`config.mk`:
```
export PLATFORM = sky130hd
export DESIGN_NAME = val_ready_tx_ser
export DESIGN_NICKNAME = d
export VERILOG_FILES = /design/src/rtl/val_ready_tx_ser.sv
export SDC_FILE = /design/constraint.sdc
export NUM_CORES = 1
export LEC_CHECK = 0
export ABC_AREA = 1
export CAP_MARGIN = 20
export CORE_MARGIN = 2
export CORE_UTILIZATION = 40
export CTS_CLUSTER_SIZE = 25
export DETAILED_ROUTE_END_ITERATION = 6
export GPL_TIMING_DRIVEN = 0
export PLACE_DENSITY = 0.76
export SYNTH_ARGS = -nofsm -noshare
export SYNTH_HDL_FRONTEND = slang
export SYNTH_SLANG_ARGS = --single-unit
export TNS_END_PERCENT = 50
```
`constraint.sdc`:
```
create_clock -name clk_i -period 2.2 [get_ports clk_i]
set_input_delay 0.22 -clock clk_i [delete_from_list [all_inputs] [get_ports clk_i]]
set_output_delay 0.22 -clock clk_i [all_outputs]
set_load 0.01 [all_outputs]
```
`src/rtl/val_ready_tx_ser.sv`:
```
// Purpose: serializes one NBEATS*DW word into NBEATS valid/ready beats, flagging the final beat with last_o.
// Latency: first beat is valid 1 cycle after load accept; a load taken on the last beat follows with no bubble.
// Backpressure: ready_i low holds valid_o/data_o/last_o stable; load_ready_o stays low until the last beat transfers.
//
// Ports:
//   clk_i, rst_i (async, active-low)
//   load_valid_i / load_ready_o / load_data_i  - upstream word handshake, beat 0 = bits [DW-1:0]
//   valid_o / ready_i / data_o / last_o        - downstream beat handshake
//   busy_o                                     - high while a word is being sent
//   stall_cnt_o                                - saturating valid&&!ready cycle count, present only
//                                                when VR_TX_STALL_CNT_EN is defined
module val_ready_tx_ser #(
    parameter int DW     = 8,
    parameter int NBEATS = 4
) (
    input  logic                 clk_i,
    input  logic                 rst_i,
    input  logic                 load_valid_i,
    output logic                 load_ready_o,
    input  logic [DW*NBEATS-1:0] load_data_i,
    output logic                 valid_o,
    input  logic                 ready_i,
    output logic [DW-1:0]        data_o,
    output logic                 last_o,
    output logic                 busy_o
`ifdef VR_TX_STALL_CNT_EN
    ,
    output logic [15:0]          stall_cnt_o
`endif
);

    localparam int CW = (NBEATS > 1) ? $clog2(NBEATS) : 1;
    localparam logic [CW-1:0] LAST_CNT = CW'(NBEATS - 1);

    typedef enum logic {
        IDLE,
        SEND
    } state_t;

    state_t                 state_q;
    state_t                 state_d;
    logic [DW*NBEATS-1:0]   shreg_q;
    logic [CW-1:0]          cnt_q;
    logic [CW-1:0]          cnt_nxt;
    logic                   last_q;
    logic                   xfer;
    logic                   accept;

    // The current beat always sits in the low DW bits of the shift register,
    // so data_o is a pure register output and simply holds once the burst ends.
    assign data_o  = shreg_q[DW-1:0];
    assign last_o  = last_q;
    assign valid_o = (state_q == SEND);
    assign busy_o  = (state_q == SEND);
    assign cnt_nxt = cnt_q + CW'(1);

    always_ff @(posedge clk_i or negedge rst_i) begin
        if (!rst_i) begin
            state_q <= IDLE;
        end else begin
            state_q <= state_d;
        end
    end

    always_comb begin
        state_d      = state_q;
        // last_q is only ever set in SEND, so this is the only ready_i -> output path.
        load_ready_o = (state_q == IDLE) || (last_q && ready_i);
        xfer         = valid_o && ready_i;
        accept       = load_valid_i && load_ready_o;
        case (state_q)
            IDLE: begin
                if (accept) begin
                    state_d = SEND;
                end
            end
            SEND: begin
                if (xfer && last_q && !accept) begin
                    state_d = IDLE;
                end
            end
            default: state_d = IDLE;
        endcase
    end

    always_ff @(posedge clk_i or negedge rst_i) begin
        if (!rst_i) begin
            shreg_q <= '0;
            cnt_q   <= '0;
            last_q  <= 1'b0;
        end else if (accept) begin
            // Also covers the back-to-back case: the new word replaces the final beat.
            shreg_q <= load_data_i;
            cnt_q   <= '0;
            last_q  <= (NBEATS == 1);
        end else if (xfer) begin
            if (last_q) begin
                last_q <= 1'b0;
            end else begin
                shreg_q <= shreg_q >> DW;
                cnt_q   <= cnt_nxt;
                last_q  <= (cnt_nxt == LAST_CNT);
            end
        end
    end

`ifdef VR_TX_STALL_CNT_EN
    always_ff @(posedge clk_i or negedge rst_i) begin
        if (!rst_i) begin
            stall_cnt_o <= '0;
        end else if (accept) begin
            stall_cnt_o <= '0;
        end else if (valid_o && !ready_i && (stall_cnt_o != 16'hFFFF)) begin
            stall_cnt_o <= stall_cnt_o + 16'd1;
        end
    end
`endif

endmodule

```
==> metrics.md <==
| Metric | Value |
|---|---|
| Status | `finished clean` |
| Required time of the critical path | `1980 ps` |
| # hold bufs at CTS | `0` |
| Post-DR wirelength/cell | `13.5 um` |
| RSZ-0062 raised after global routing | `no` |
| Pre-CTS setup slack | `539 ps` |
| Cell mode on critical path | `buf_4` |
| Delay-heaviest family, CP | `buffers and inverters` |
| Chip width | `76.9 um` |
| Initial Utilization | `0.416` |
| Worst Path Class, Setup | `flip-flop to output port` |
| Fin Setup TNS | `0 ps` |
| Flops & latches, synth | `36` |
| Total wire length | `5120 um` |
| CP max stage cell | `clkdlybuf4s50_1` |
| Metal-1 WL | `2210 um` |
| Pwr/cell area | `1070 mW/mm^2` |
| Post-CTS resize count | `0` |
| Vias in the first global route | `1882` |
| First-pass iteration count of the detailed router | `4` |
| GRT Total Usage | `0.187` |
| Via Count | `1874` |
| Total CTS buffers | `5` |
| Initial DRC count | `247` |
| Critical path arrival | `1740 ps` |
| Worst VDD drop | `374 uV` |
| Final hold viol count | `0` |
| Peak per-stage delay on the critical path | `550 ps` |
| Full die area | `0.00591 sq mm` |
| Chip Height | `76.9 um` |
| Clk pin slew, worst setup/hold paths | `70 ps` |
| Initial antenna violation count | `0` |
| Antenna Nets Post-Route | `0` |
| Hold Path Class | `primary input to asynchronous set/reset pin` |
| Avg Cell Area, Syn | `8.26 sq um` |
| Post-Syn Instances | `257` |
| Max_cap viols | `0` |
| Top Metal Used | `met4` |
| Pin count of the biggest net entering global routing | `37` |
| Final setup fails | `0` |
| Postcts setup bufs | `0` |
| Final Skew | `2.64 ps` |
| Core area | `0.00511 sq mm` |
| # clock sinks | `36` |
| HPWL Detailed | `3630 um` |
| H-Tree Depth | `2` |
| Fin area | `0.00275 sq mm` |
| Met2 WL post-DR | `2550 um` |
| CTS tree | `done` |
| Vias per Instance | `4.93` |
| Clk Latency, worst-skew pair | `290 ps` |
| CP endpoint kind | `output port` |
| Gr ovfl total | `0` |
| Metal3 WL | `271 um` |
| Final Net Count | `346` |
| First-pass GRT wire length | `8700 um` |
| Lkg Pwr | `1.38 nW` |
| Synth cell types | `19` |
| Worst Slack Setup Final | `237 ps` |
| WP buf/inv | `3` |
| CP max FO | `10` |
| Synth Warn # | `0` |
| I/O Buffers | `45` |
| Slew @ Worst Pin | `808 ps` |
| DR DRC count | `0` |
| Placed instance area | `0.00266 sq mm` |
| Cell area after synthesis | `0.00212 sq mm` |
| Max Clk Rate | `509 MHz` |
| GPL Wtd Cong | `0.857` |
| Row cnt | `26` |
| Slew headroom | `0.462` |
| Cell Chain, Critical Path | `buf_4, nand2_4, buf_4, clkdlybuf4s50_1` |
| Final Util | `0.538` |
| Post-Syn Nets | `294` |
| Num ports | `48` |
| Fin crit period | `1960 ps` |
| Worst Setup Start Kind | `flip-flop` |
| Layout area overhead | `29.3%` |
| Antenna Cells | `0` |
| Bufs on Longest Clock Path | `2` |
| Seq/Total Area, Yosys | `0.424` |
| CTS root buf | `clkbuf_8` |
| Final slew viol count | `0` |
| Share of cells above drive strength 1 | `0.168` |
| Period utilization | `0.892` |
-- worst register-to-register path: stages, from the launching register on --
cell and delay (ps):
dfrtp_1 390, buf_4 180, nand2_4 140, buf_2 240, nand3b_1 110, nand2_1 100
nand2_1 50
-- where the power goes --
| part | total (mW) | switching (mW) | internal, mW |
|---|---|---|---|
| combinational | 1.40 | 0.752 | 0.651 |
| sequential | 1.05 | 0.149 | 0.906 |
| clock | 0.489 | 0.234 | 0.256 |
-- Yosys cell counts (all sizes together) --
cell | count | share of area
ha | 1 | 0.0059
nor2 | 3 | 0.0065
nand4 | 24 | 0.071
buf | 27 | 0.10
nand3 | 34 | 0.11
dfrtp | 36 | 0.42
clkbuf | 4 | 0.0071
o21ai | 1 | 0.0024
nand2 | 97 | 0.18
nand3b | 24 | 0.085
inv | 6 | 0.012
-- worst paths after layout --
path,startpoint,end,slack (ps),cells after the start
min in group clk_i,ready_i,last_o,270,4
min,rst_i,cnt_q[0],20,1
max in group asynchronous,rst_i,last_o,1670,1
min reg2reg,shreg_q[28],shreg_q[28],500,2
max reg2reg,busy_o,shreg_q[10],880,6
max,busy_o,load_ready_o,240,4
-- routing by layer --
layer / global-route usage / vias to the layer above
met5: 0 / -
met4: 0.0636 / 0
met3: 0.0435 / 9
met2: 0.308 / 68
met1: 0.240 / 844
li1: - / 953
-- flip-flops by register name, indices dropped and copies added (netlist names) --
| signal | cells |
|---|---|
| shreg_q | 32 |
| last_o | 1 |
| busy_o | 1 |
| cnt_q | 2 |
-- logic make-up (layout without fill, tap and decap cells) --
| logic type | after synthesis | count (layout) | synth area share |
|---|---|---|---|
| AND/OR/NAND/NOR | 182 | 182 | 0.449 |
| AO/OA/AOI/OAI | 1 | 1 | 0.00235 |
| buffers and inverters | 37 | 90 | 0.118 |
| adder cells (fa/ha/maj) | 1 | 1 | 0.00589 |
| flip-flops | 36 | 36 | 0.424 |
-- through the flow --
stage,std cells,total power [mW],hold WS [ps]
after floorplan,257,2.00,-75.6
after global placement,372,2.42,492
after detailed placement,372,2.48,359
after CTS,380,2.97,48.8
after global routing,380,3.17,86.6
final,380,2.95,17.9
-- final cells by class --
cell class              count  area, sq um
multi-input cells         184          971
inverters                   6         25.0
flip-flops and latches     36          901
plain buffers              31          226
fillers                   505         2360
clock buffers               8         90.1
well taps                  70         87.6
repair buffers             45          445
-- placed cells by master (no fill, tap or decap) --
cell type and n:
buf_4 13, nand2_1 93, clkdlybuf4s50_1 44, buf_2 8
nand2_2 2, clkbuf_1 6, inv_4 1, ha_1 1
inv_1 4, nor2_2 1, clkbuf_8 6, nand2_4 2
inv_2 1, dfrtp_1 36, nand3_1 23, nand3b_1 24
buf_6 7, nand4_1 24, o21ai_0 1, nor2_1 2
nand3_2 11
Note: power is estimated with default switching activity, not from simulation.
